### config.mk
export PLATFORM = sky130hd
export DESIGN_NAME = amber128_uart_rx
export DESIGN_NICKNAME = d
export VERILOG_FILES = /design/src/rtl/amber128_uart_rx_pkg.sv /design/src/rtl/amber128_uart_rx_if.sv /design/src/rtl/amber128_sync2.sv /design/src/rtl/amber128_uart_rx_core.sv /design/src/rtl/amber128_uart_rx.sv
export SDC_FILE = /design/constraint.sdc
export NUM_CORES = 1
export LEC_CHECK = 0
export ABC_AREA = 1
export CORE_ASPECT_RATIO = 1.25
export CORE_MARGIN = 2
export CORE_UTILIZATION = 60
export CTS_CLUSTER_SIZE = 16
export DETAILED_ROUTE_END_ITERATION = 6
export DONT_BUFFER_PORTS = 1
export GPL_ROUTABILITY_DRIVEN = 0
export PLACE_DENSITY = 0.74
export SYNTH_ARGS = -nofsm -noshare
export SYNTH_HDL_FRONTEND = slang
export SYNTH_SLANG_ARGS = --single-unit
### constraint.sdc
create_clock -name clk_i -period 1.8 [get_ports clk_i]
set_input_delay 0.18 -clock clk_i [delete_from_list [all_inputs] [get_ports clk_i]]
set_output_delay 0.18 -clock clk_i [all_outputs]
set_load 0.02 [all_outputs]
### src/rtl/amber128_uart_rx_pkg.sv
// rtl/amber128_uart_rx_pkg.sv - shared UART types and baud-rate helper for the amber128 RX/TX pair
package amber128_uart_pkg;

    typedef enum logic [2:0] {
        IDLE,
        START,
        DATA,
        STOP,
        BREAK
    } rx_state_e;

    // Round-to-nearest clocks per bit; the transmitter uses the same derivation.
    function automatic int clks_per_bit(input int clock_freq_hz, input int baud_rate);
        return (clock_freq_hz + baud_rate / 2) / baud_rate;
    endfunction

endpackage

### src/rtl/amber128_uart_rx_if.sv
// rtl/amber128_uart_rx_if.sv - received-byte stream plus error pulses
interface amber128_uart_rx_if;
    logic [7:0] tdata;
    logic       tvalid;
    logic       tready;
    logic       frame_err;
    logic       overrun;

    modport master (output tdata, output tvalid, output frame_err, output overrun, input tready);
    modport slave  (input tdata, input tvalid, input frame_err, input overrun, output tready);
endinterface

### src/rtl/amber128_sync2.sv
// rtl/amber128_sync2.sv - generic two-flop synchroniser, synchronous active-high reset
module amber128_sync2 #(
    parameter logic RESET_VAL = 1'b1
) (
    input  logic clk_i,
    input  logic rst_i,
    input  logic d_i,
    output logic q_o
);
    logic meta_q;
    logic sync_q;

    always_ff @(posedge clk_i) begin
        if (rst_i) begin
            meta_q <= RESET_VAL;
            sync_q <= RESET_VAL;
        end else begin
            meta_q <= d_i;
            sync_q <= meta_q;
        end
    end

    assign q_o = sync_q;
endmodule

### src/rtl/amber128_uart_rx_core.sv
// rtl/amber128_uart_rx_core.sv - 8N1 receive FSM and one-entry holding register
// Optional AMBER128_UART_RX_MAJORITY_EN: 2-of-3 majority vote at every sample point.
module amber128_uart_rx_core
    import amber128_uart_pkg::*;
#(
    parameter int CLOCK_FREQ_HZ = 27_000_000,
    parameter int BAUD_RATE     = 115_200
) (
    input  logic                 clk_i,
    input  logic                 rst_i,
    input  logic                 rx_i,
    amber128_uart_rx_if.master   rx_if
);
    localparam int CLKS_PER_BIT = clks_per_bit(CLOCK_FREQ_HZ, BAUD_RATE);
    localparam int HALF_BIT     = CLKS_PER_BIT / 2;
    localparam int CNT_W        = (CLKS_PER_BIT > 2) ? $clog2(CLKS_PER_BIT) : 1;
    localparam logic [CNT_W-1:0] HALF_LOAD = CNT_W'(HALF_BIT - 1);
    localparam logic [CNT_W-1:0] BIT_LOAD  = CNT_W'(CLKS_PER_BIT - 1);

    if (CLKS_PER_BIT < 2) begin : g_cpb_check
        $fatal(1, "amber128_uart_rx: CLKS_PER_BIT must be at least 2");
    end

    logic rx_s;
    logic sample_d;

    amber128_sync2 #(.RESET_VAL(1'b1)) u_sync (
        .clk_i (clk_i),
        .rst_i (rst_i),
        .d_i   (rx_i),
        .q_o   (rx_s)
    );

`ifdef AMBER128_UART_RX_MAJORITY_EN
    if (CLKS_PER_BIT < 4) begin : g_maj_check
        $fatal(1, "amber128_uart_rx: majority sampling needs CLKS_PER_BIT >= 4");
    end

    // Two previous samples plus the live one form the three-sample vote window.
    logic [1:0] hist_q;

    always_ff @(posedge clk_i) begin
        if (rst_i) begin
            hist_q <= 2'b11;
        end else begin
            hist_q <= {hist_q[0], rx_s};
        end
    end

    assign sample_d = (rx_s & hist_q[0]) | (rx_s & hist_q[1]) | (hist_q[0] & hist_q[1]);
`else
    assign sample_d = rx_s;
`endif

    rx_state_e        state_q;
    logic [CNT_W-1:0] cnt_q;
    logic [2:0]       bit_idx_q;
    logic [7:0]       shift_q;
    logic [7:0]       data_q;
    logic             valid_q;
    logic             frame_err_q;
    logic             overrun_q;

    always_ff @(posedge clk_i) begin
        if (rst_i) begin
            state_q     <= IDLE;
            cnt_q       <= '0;
            bit_idx_q   <= '0;
            shift_q     <= '0;
            data_q      <= '0;
            valid_q     <= 1'b0;
            frame_err_q <= 1'b0;
            overrun_q   <= 1'b0;
        end else begin
            frame_err_q <= 1'b0;
            overrun_q   <= 1'b0;
            if (valid_q && rx_if.tready) begin
                valid_q <= 1'b0;
            end
            case (state_q)
                IDLE: begin
                    if (!rx_s) begin
                        cnt_q   <= HALF_LOAD;
                        state_q <= START;
                    end
                end
                START: begin
                    if (cnt_q != '0) begin
                        cnt_q <= cnt_q - CNT_W'(1);
                    end else if (!sample_d) begin
                        cnt_q     <= BIT_LOAD;
                        bit_idx_q <= '0;
                        state_q   <= DATA;
                    end else begin
                        state_q <= IDLE;
                    end
                end
                DATA: begin
                    if (cnt_q != '0) begin
                        cnt_q <= cnt_q - CNT_W'(1);
                    end else begin
                        shift_q <= {sample_d, shift_q[7:1]};
                        cnt_q   <= BIT_LOAD;
                        if (bit_idx_q == 3'd7) begin
                            state_q <= STOP;
                        end else begin
                            bit_idx_q <= bit_idx_q + 3'd1;
                        end
                    end
                end
                STOP: begin
                    if (cnt_q != '0) begin
                        cnt_q <= cnt_q - CNT_W'(1);
                    end else if (sample_d) begin
                        // Back to IDLE at mid-stop so the next start edge is caught early.
                        state_q <= IDLE;
                        if (!valid_q || rx_if.tready) begin
                            data_q  <= shift_q;
                            valid_q <= 1'b1;
                        end else begin
                            overrun_q <= 1'b1;
                        end
                    end else begin
                        frame_err_q <= 1'b1;
                        state_q     <= BREAK;
                    end
                end
                BREAK: begin
                    if (rx_s) begin
                        state_q <= IDLE;
                    end
                end
                default: state_q <= IDLE;
            endcase
        end
    end

    assign rx_if.tdata     = data_q;
    assign rx_if.tvalid    = valid_q;
    assign rx_if.frame_err = frame_err_q;
    assign rx_if.overrun   = overrun_q;
endmodule

### src/rtl/amber128_uart_rx.sv
// rtl/amber128_uart_rx.sv - amber128 8N1 UART receiver top
// Optional AMBER128_UART_RX_MAJORITY_EN: 2-of-3 majority vote at every sample point.
module amber128_uart_rx
    import amber128_uart_pkg::*;
#(
    parameter int CLOCK_FREQ_HZ = 27_000_000,
    parameter int BAUD_RATE     = 115_200
) (
    input  logic       clk_i,
    input  logic       rst_i,
    input  logic       rx_i,
    output logic [7:0] data_o,
    output logic       valid_o,
    input  logic       ready_i,
    output logic       frame_err_o,
    output logic       overrun_o
);
    amber128_uart_rx_if u_if ();

    amber128_uart_rx_core #(
        .CLOCK_FREQ_HZ (CLOCK_FREQ_HZ),
        .BAUD_RATE     (BAUD_RATE)
    ) u_core (
        .clk_i (clk_i),
        .rst_i (rst_i),
        .rx_i  (rx_i),
        .rx_if (u_if.master)
    );

    assign u_if.tready = ready_i;
    assign data_o      = u_if.tdata;
    assign valid_o     = u_if.tvalid;
    assign frame_err_o = u_if.frame_err;
    assign overrun_o   = u_if.overrun;
endmodule
==> results_tabular.tex, run 1 <==
\begin{tabular}{lr}
\hline
Metric & Value \\
\hline
\multicolumn{2}{l}{\textbf{Floorplanning}} \\
\quad Overall die area & 0.00319 mm\^{}2 \\
\quad Initial Utilization & 0.622 \\
\quad Chip Height & 62.6 um \\
\quad Width of the die & 50.9 um \\
\quad IO Count & 15 \\
\quad Number of placement rows & 21 \\
\quad Floorplan core area & 0.00265 mm\^{}2 \\
\multicolumn{2}{l}{\textbf{Clocking}} \\
\quad Latest clock arrival within the worst-skew pair & 330 ps \\
\quad Clk root buf & sky130\_fd\_sc\_hd\_\_clkbuf\_4 \\
\quad Register clock-pin slew on the reported worst setup and hold paths & 100 ps \\
\quad TritonCTS Sinks & 35 \\
\quad Setup Buffers After CTS & 0 \\
\quad Number of levels in the clock H-tree & 2 \\
\quad CTS buffer count & 5 \\
\quad Clock tree from TritonCTS & built \\
\quad Maximum count of clock buffers along a single path & 2 \\
\multicolumn{2}{l}{\textbf{Logic synthesis}} \\
\quad Post-Synthesis Cells & 227 \\
\quad Top cells by area, synth & sky130\_fd\_sc\_hd\_\_dfxtp\_1 42\%, sky130\_fd\_sc\_hd\_\_nand2\_1 11\%, sky130\_fd\_sc\_hd\_\_nor2\_1 7.7\%, sky130\_fd\_sc\_hd\_\_inv\_1 6.1\%, sky130\_fd\_sc\_hd\_\_o211a\_1 4.9\% \\
\quad Post-synthesis simple-gate area fraction & 0.314 \\
\quad Async set-or-reset flop fraction in the synthesized netlist & 0 \\
\quad Synth Register Bits & 35 \\
\quad Post-synth EDFFs & 0 \\
\quad Most used flip-flop cell after synthesis & sky130\_fd\_sc\_hd\_\_dfxtp\_1 \\
\quad Post-synthesis share of cell area spent on xor and xnor gates & 0.0106 \\
\quad Multiplexer share of the synthesized area & 0 \\
\quad Sequential area share after synthesis & 0.425 \\
\quad Synth Area in Adders & 0.0227 \\
\quad Top cell types by occurrence after synthesis & 47 x sky130\_fd\_sc\_hd\_\_nand2\_1, 35 x sky130\_fd\_sc\_hd\_\_dfxtp\_1, 34 x sky130\_fd\_sc\_hd\_\_nor2\_1, 27 x sky130\_fd\_sc\_hd\_\_inv\_1 \\
\quad Post-synthesis average cell area & 7.27 um\^{}2 \\
\quad Fraction of synthesized cell area taken by the top area cell type & 0.425 \\
\quad Synth Warn \# & 0 \\
\quad Cell type contributing the most total cell area after synthesis & sky130\_fd\_sc\_hd\_\_dfxtp\_1 \\
\quad Post-synth net total & 234 \\
\quad Dominant combinational cell family by area after synthesis & simple AND/OR/NAND/NOR gates \\
\quad Synth cell types & 23 \\
\quad Synth Area in Compound Gates & 0.139 \\
\quad Dominant cell by count in the synthesized netlist & sky130\_fd\_sc\_hd\_\_nand2\_1 \\
\quad Mapped cell area & 0.00165 mm\^{}2 \\
\multicolumn{2}{l}{\textbf{Worst setup path}} \\
\quad Highest fanout seen on the critical path & 9 \\
\quad Endpoint kind of the worst setup timing path & flop \\
\quad Setup slack on the worst flop-to-flop path & 210 ps \\
\quad Worst path arrival time & 1810 ps \\
\quad R2R cell count & 9 \\
\quad Reg-to-reg endpoint & u\_core.cnt\_q[6] \\
\quad CP endpoint & u\_core.cnt\_q[6] \\
\quad Worst Setup Start Kind & flop \\
\quad Worst reg2reg path startpoint & u\_core.cnt\_q[0] \\
\quad Worst Setup Path Type & flop to flop \\
\quad Setup crit start & u\_core.cnt\_q[0] \\
\quad Worst endpoint required time & 2020 ps \\
\multicolumn{2}{l}{\textbf{Global route}} \\
\quad Overall Global Routing Usage & 0.234 \\
\quad Global route total overflow & 0 \\
\quad Number of antenna violations at the first check in global routing & 0 \\
\quad First-pass GRT wire length & 5720 um \\
\quad Pin count of the biggest net entering global routing & 23 \\
\quad Via count of the first global-routing pass & 1380 \\
\multicolumn{2}{l}{\textbf{STA}} \\
\quad Post-route fraction of the period consumed by the critical path & 0.885 \\
\quad Clock Skew & 10.5 ps \\
\quad Peak Freq & 628 MHz \\
\quad Final setup violation count & 0 \\
\quad Final count of pins violating max slew & 0 \\
\quad Max-slew headroom & 0.619 \\
\quad Min Hold Slack & 121 ps \\
\quad Count of final hold-check violations & 0 \\
\quad Sum of negative setup slack & 0 ps \\
\quad Worst-Margin Slew & 570 ps \\
\quad Min Clock Period, post-route & 1590 ps \\
\quad RSZ-0062 raised after global routing & false \\
\multicolumn{2}{l}{\textbf{Final layout}} \\
\quad Number of filler cells placed in the layout & 224 \\
\quad Post-synthesis to final-layout area growth & 6.75\% \\
\quad Number of diodes & 0 \\
\quad Proportion of layout cells with a drive suffix above 1 & 0.112 \\
\quad Final net count & 239 \\
\quad Number of non-filler instances in the completed layout & 267 \\
\multicolumn{2}{l}{\textbf{Route}} \\
\quad DRC violations left & 0 \\
\quad Pre-antenna DRT Iters & 4 \\
\quad Final routed wire length divided by cell count & 12.0 um \\
\quad Detailed-route vias per instance & 5.38 \\
\quad Total number of vias & 1436 \\
\quad Number of nets still failing antenna checks after routing & 0 \\
\quad Drt total wl & 3200 um \\
\quad 1st-iter DRT viols & 51 \\
\multicolumn{2}{l}{\textbf{Min path}} \\
\quad HP Class & primary input to flop \\
\multicolumn{2}{l}{\textbf{Power}} \\
\quad Switching fraction of total power & 0.426 \\
\quad Power share of the combinational group & 0.434 \\
\quad Leakage power & 0.853 nW \\
\quad Power share of the sequential group & 0.391 \\
\quad Power share of the clock group & 0.175 \\
\quad Internal power summed over all cells & 0.00154 W \\
\quad Power dissipated by switching net loads & 0.00114 W \\
\quad Worst IR Drop VDD & 0.979 mV \\
\quad Power Dens Cells & 1520 mW/mm\^{}2 \\
\multicolumn{2}{l}{\textbf{Run status}} \\
\quad Result of the run & completed \\
\multicolumn{2}{l}{\textbf{Placed design}} \\
\quad Count of input and output buffers & 0 \\
\quad Half-perimeter wire length of the detailed placement result & 2400 um \\
\quad Dpl cells & 257 \\
\multicolumn{2}{l}{\textbf{Job}} \\
\quad Max-cap check violation count & 0 \\
\hline
\end{tabular}
-- per-stage QoR --
step	setup WS, ps	power, W	instance area (um^2)	utilization
finish	208	0.00267	1760	0.664
CTS	215	0.00268	1760	0.663
detailed placement	209	0.00220	1670	0.629
global placement	313	0.00216	1670	0.629
global route	70.0	0.00292	1760	0.664
floorplan	357	0.00198	1650	-
-- metal layers --
layer  global-route usage  wire length [um]
met4                0.111                63
met5                    0                 0
met2                0.403              1580
met1                0.263              1390
met3               0.0574               161
-- worst min path at each step --
stage | start | endpoint | slack [ps] | cells after the start
2_1_floorplan | rst_i | u_core.rx_if.frame_err | 260 | 1
3_5_place_dp | rst_i | u_core.bit_idx_q[1] | 250 | 1
6_report | ready_i | u_core.rx_if.overrun | 120 | 3
3_3_place_gp | rst_i | u_core.cnt_q[0] | 250 | 1
5_1_grt | ready_i | u_core.rx_if.overrun | 160 | 3
4_1_cts | ready_i | u_core.rx_if.overrun | 120 | 3
-- power groups by stage --
stage          clock, W  sequential, W  combinational (W)
6_report       0.000468        0.00104            0.00116
3_5_place_dp          0        0.00106            0.00114
4_1_cts        0.000483        0.00104            0.00115
5_1_grt        0.000513        0.00106            0.00134
2_1_floorplan         0        0.00103           0.000955
3_3_place_gp          0        0.00105            0.00110
-- logic make-up (layout without fill, tap and decap cells) --
logic type / after synthesis / in the layout
buffers and inverters: 37 / 43
AOI/OAI and AO/OA: 38 / 38
and+or+nand+nor: 112 / 112
xor gates and xnor gates: 2 / 2
DFF: 35 / 35
adders and majority gates: 3 / 3
-- registers in the layout, indices dropped and copies added, names as in the netlist --
| signal | count |
|---|---|
| u_core.cnt_q | 8 |
| u_core.rx_if.tdata | 8 |
| u_core.shift_q | 8 |
| u_core.bit_idx_q | 3 |
| u_core.state_q | 3 |
| u_core.rx_if.frame_err | 1 |
| u_core.rx_if.overrun | 1 |
| u_core.rx_if.tvalid | 1 |
| u_core.u_sync.meta_q | 1 |
| u_core.u_sync.q_o | 1 |
-- final cells by class --
| class | instances | area, um^2 | area share |
|---|---|---|---|
| clock buffer | 8 | 68.8 | 0.0391 |
| inverter | 33 | 124 | 0.0703 |
| multi-input combinational | 155 | 806 | 0.457 |
| sequential | 35 | 701 | 0.398 |
| tap | 34 | 42.5 | 0.0241 |
| timing repair buffer | 2 | 20.0 | 0.0114 |
-- critical path, stage by stage, from the launching register on --
cell and delay (ps):
sky130_fd_sc_hd__dfxtp_1 340, sky130_fd_sc_hd__inv_1 60, sky130_fd_sc_hd__ha_1 200, sky130_fd_sc_hd__nand3_2 140, sky130_fd_sc_hd__nor2_8 200, sky130_fd_sc_hd__nand2_1 90, sky130_fd_sc_hd__nand2_2 130, sky130_fd_sc_hd__inv_2 70
sky130_fd_sc_hd__o21ai_0 180, sky130_fd_sc_hd__a21oi_1 70
-- what timing repair did --
| action | CTS | global route |
|---|---|---|
| setup endpoints to repair | 0 | 1 |
| gates resized for setup | 0 | 1 |
| hold buffers | 2 | 0 |
| endpoints found under the hold margin | 13 | 0 |
-- cell usage in the layout (no fill, tap or decap), types with 4 or more instances in the layout --
master and instances:
sky130_fd_sc_hd__clkbuf_4 5, sky130_fd_sc_hd__inv_1 27, sky130_fd_sc_hd__nand2_1 47, sky130_fd_sc_hd__nand4_1 4, sky130_fd_sc_hd__inv_2 6, sky130_fd_sc_hd__a21oi_1 15, sky130_fd_sc_hd__o21ai_0 15, sky130_fd_sc_hd__o211a_1 8
sky130_fd_sc_hd__nand3_1 12, sky130_fd_sc_hd__nor2_1 33, sky130_fd_sc_hd__dfxtp_1 35
Note: power is estimated with default switching activity, not from simulation.
==> inputs of run 2 (changes only) <==
==> constraint.sdc (replaced) <==
create_clock -name clk_i -period 1.48 [get_ports clk_i]
set_input_delay 0.148 -clock clk_i [delete_from_list [all_inputs] [get_ports clk_i]]
set_output_delay 0.148 -clock clk_i [all_outputs]
set_load 0.02 [all_outputs]
==> run 2 against run 1 <==
The flow now finishes with violations (negative setup slack). Worst setup slack worse by 230 ps. Clock-buffer cell count unchanged. Core utilization up 8.7 points. Sequential share of layout area down 4.3 points. Combinational power up 89%. Clock skew down 0.64 ps. Critical path depth unchanged. Via count up 8.0%. Critical endpoint is now u_core.bit_idx_q[1]. Largest power group unchanged.
==> results_tabular.tex, run 2 (synthesis gave the netlist of run 1 again) <==
\begin{tabular}{lr}
\hline
Metric & Value \\
\hline
\multicolumn{2}{l}{\textbf{Worst setup path}} \\
\quad Chain of cells forming the critical path & inv\_2, ha\_4, nand2\_2, nor2\_4, nand2\_2, nor2\_4, buf\_4, nand4\_1, a21oi\_1 (was inv\_1, ha\_1, nand3\_2, nor2\_8, nand2\_1, nand2\_2, inv\_2, o21ai\_0, a21oi\_1) \\
\quad Worst path arrival time & 1760 ps (was 1810 ps) \\
\quad Worst Setup Path Type & flop to flop (unchanged) \\
\quad Highest fanout seen on the critical path & 3 (was 9) \\
\quad Endpoint kind of the worst setup timing path & flop (unchanged) \\
\quad Slowest stage cell on the critical path & sky130\_fd\_sc\_hd\_\_dfxtp\_2 (was sky130\_fd\_sc\_hd\_\_dfxtp\_1) \\
\quad Worst Setup Start Kind & flop (unchanged) \\
\quad Worst reg2reg path startpoint & u\_core.cnt\_q[1] (was u\_core.cnt\_q[0]) \\
\quad Highest cell delay on the worst timing path & 350 ps (was 340 ps) \\
\quad Worst endpoint required time & 1740 ps (was 2020 ps) \\
\quad Setup crit start & u\_core.cnt\_q[1] (was u\_core.cnt\_q[0]) \\
\multicolumn{2}{l}{\textbf{Run status}} \\
\quad Failing checks & negative setup slack \\
\quad Result of the run & complete, but fails checks (was completed) \\
\multicolumn{2}{l}{\textbf{Final layout}} \\
\quad Final net count & 249 (was 239) \\
\quad Post-synthesis to final-layout area growth & 20.8\% (was 6.75\%) \\
\quad Most frequent standard cell in the layout excluding fill and tap cells & sky130\_fd\_sc\_hd\_\_nand2\_1 (unchanged) \\
\quad Proportion of layout cells with a drive suffix above 1 & 0.276 (was 0.112) \\
\quad Number of diodes & 0 (unchanged) \\
\quad Commonest cells after routing, fill and taps aside & 37 x sky130\_fd\_sc\_hd\_\_nand2\_1, 32 x sky130\_fd\_sc\_hd\_\_nor2\_1, 30 x sky130\_fd\_sc\_hd\_\_dfxtp\_1, 25 x sky130\_fd\_sc\_hd\_\_inv\_1, 12 x sky130\_fd\_sc\_hd\_\_a21oi\_1 (was 47 x sky130\_fd\_sc\_hd\_\_nand2\_1, 35 x sky130\_fd\_sc\_hd\_\_dfxtp\_1, 33 x sky130\_fd\_sc\_hd\_\_nor2\_1, 27 x sky130\_fd\_sc\_hd\_\_inv\_1) \\
\multicolumn{2}{l}{\textbf{Placed design}} \\
\quad Worst slack at placement & -120 ps (was 209 ps) \\
\quad Count of input and output buffers & 0 (unchanged) \\
\quad Half-perimeter wire length of the detailed placement result & 2570 um (was 2400 um) \\
\multicolumn{2}{l}{\textbf{Route}} \\
\quad DRC violations left & 0 (unchanged) \\
\quad Detailed-route vias per instance & 5.60 (was 5.38) \\
\quad Number of nets still failing antenna checks after routing & 0 (unchanged) \\
\quad Pre-antenna DRT Iters & 4 (unchanged) \\
\quad Final routed wire length divided by cell count & 14.8 um (was 12.0 um) \\
\quad Total number of vias & 1551 (was 1436) \\
\quad Drt total wl & 4090 um (was 3200 um) \\
\quad 1st-iter DRT viols & 48 (was 51) \\
\multicolumn{2}{l}{\textbf{Clocking}} \\
\quad Maximum count of clock buffers along a single path & 2 (unchanged) \\
\quad Latest clock arrival within the worst-skew pair & 330 ps (about the same) \\
\quad Number of levels in the clock H-tree & 2 (unchanged) \\
\quad Clk root buf & sky130\_fd\_sc\_hd\_\_clkbuf\_4 (unchanged) \\
\quad CTS buffer count & 5 (unchanged) \\
\quad TritonCTS Sinks & 35 (unchanged) \\
\quad Register clock-pin slew on the reported worst setup and hold paths & 100 ps (about the same) \\
\quad Clock tree from TritonCTS & built (unchanged) \\
\multicolumn{2}{l}{\textbf{STA}} \\
\quad Worst-Margin Slew & 654 ps (was 570 ps) \\
\quad Post-route fraction of the period consumed by the critical path & 1.01 (was 0.885) \\
\quad Setup slack after layout & -21.6 ps (was 208 ps) \\
\quad Final count of pins violating max slew & 0 (unchanged) \\
\quad Peak Freq & 666 MHz (was 628 MHz) \\
\quad RSZ-0062 raised after global routing & true (was false) \\
\quad Min Clock Period, post-route & 1500 ps (was 1590 ps) \\
\quad Count of final hold-check violations & 0 (unchanged) \\
\quad Final setup violation count & 2 (was 0) \\
\quad Min Hold Slack & 149 ps (was 121 ps) \\
\quad Max-slew headroom & 0.563 (was 0.619) \\
\quad Sum of negative setup slack & -21.7 ps (was 0 ps) \\
\quad Clock Skew & 9.85 ps (was 10.5 ps) \\
\multicolumn{2}{l}{\textbf{Min path}} \\
\quad Source of the worst hold timing path & ready\_i (unchanged) \\
\quad HP Class & primary input to flop (unchanged) \\
\multicolumn{2}{l}{\textbf{Global route}} \\
\quad Global route total overflow & 0 (unchanged) \\
\quad Overall Global Routing Usage & 0.254 (was 0.234) \\
\quad Pin count of the biggest net entering global routing & 23 (unchanged) \\
\quad Number of antenna violations at the first check in global routing & 0 (unchanged) \\
\quad First-pass GRT wire length & 6200 um (was 5720 um) \\
\quad Via count of the first global-routing pass & 1486 (was 1380) \\
\multicolumn{2}{l}{\textbf{Floorplanning}} \\
\quad Overall die area & 0.00319 mm\^{}2 (unchanged) \\
\quad IO Count & 15 (unchanged) \\
\quad Floorplan core area & 0.00265 mm\^{}2 (unchanged) \\
\quad Initial Utilization & 0.622 (unchanged) \\
\quad Chip Height & 62.6 um (unchanged) \\
\quad Width of the die & 50.9 um (unchanged) \\
\quad Number of placement rows & 21 (unchanged) \\
\multicolumn{2}{l}{\textbf{Power}} \\
\quad Power share of the clock group & 0.143 (was 0.175) \\
\quad Leakage power & 0.926 nW (was 0.853 nW) \\
\quad Power Dens Cells & 2040 mW/mm\^{}2 (was 1520 mW/mm\^{}2) \\
\quad Internal power summed over all cells & 0.00230 W (was 0.00154 W) \\
\quad Power dissipated by switching net loads & 0.00176 W (was 0.00114 W) \\
\quad Worst IR Drop VDD & 1.28 mV (was 0.979 mV) \\
\quad Power share of the sequential group & 0.319 (was 0.391) \\
\quad Power share of the combinational group & 0.538 (was 0.434) \\
\quad Switching fraction of total power & 0.434 (was 0.426) \\
\quad Final Total Pwr & 0.00406 W (was 0.00267 W) \\
\multicolumn{2}{l}{\textbf{Job}} \\
\quad Max-cap check violation count & 0 (unchanged) \\
\hline
\end{tabular}
run 2: changes by cell type in the layout (fill, tap and decap cells not counted), sizes merged:
| cell | delta |
|---|---|
| buf | +9 |
| nand4 | +1 |
run 2: final cells by class:
cell class              count  area (um^2)
multi-input cells         156          947
flip-flops and latches     35          707
fillers                   197          661
inverters                  33          129
repair buffers             11         98.8
clock buffers               8         68.8
well taps                  34         42.5
run 2: final timing paths:
kind | endpoint | slack, ps | depth (start not counted)
max | u_core.bit_idx_q[1] | -20 | 9
min | u_core.rx_if.overrun | 150 | 3
max reg2reg | u_core.bit_idx_q[1] | -20 | 9
min reg2reg | u_core.u_sync.q_o | 430 | 1
run 2: power by group through the flow:
stage / logic, W / registers (W) / clock network [W]
2_1_floorplan: 0.00116 / 0.00125 / 0
3_3_place_gp: 0.00150 / 0.00128 / 0
3_5_place_dp: 0.00156 / 0.00128 / 0
4_1_cts: 0.00172 / 0.00126 / 0.000598
5_1_grt: 0.00242 / 0.00131 / 0.000636
6_report: 0.00219 / 0.00130 / 0.000582
run 2: stage by stage:
step                      area, um^2  cells  utilization
final                           1990    277        0.751
after global routing            1990    277        0.751
after CTS                       1850    274        0.697
after detailed placement        1710    262        0.644
after global placement          1710    262        0.644
after floorplan                 1650    227            -
run 2: routing by layer:
| layer | GRT usage | vias to the layer above | wire, um |
|---|---|---|---|
| met5 | 0 | - | 0 |
| met4 | 0.101 | 0 | 111 |
| met3 | 0.0622 | 12 | 171 |
| met2 | 0.466 | 41 | 2190 |
| met1 | 0.268 | 735 | 1620 |
| li1 | - | 763 | - |
run 2: what timing repair did:
item | CTS | global route
buffers inserted | 1 | 3
pin swaps | 2 | 12
gates resized for setup | 9 | 42
hold buffers | 2 | 0
hold endpoints to repair | 13 | 0
endpoints found under the setup margin | 20 | 19
gates cloned | 1 | 0
run 2: critical path, delay by kind of cell (launching register included):
family | cells | cell delay, ps
buffers and inverters | 2 | 190
AOI/OAI and AO/OA | 1 | 160
and+or+nand+nor | 5 | 590
adders and majority gates | 1 | 160
DFF | 1 | 350
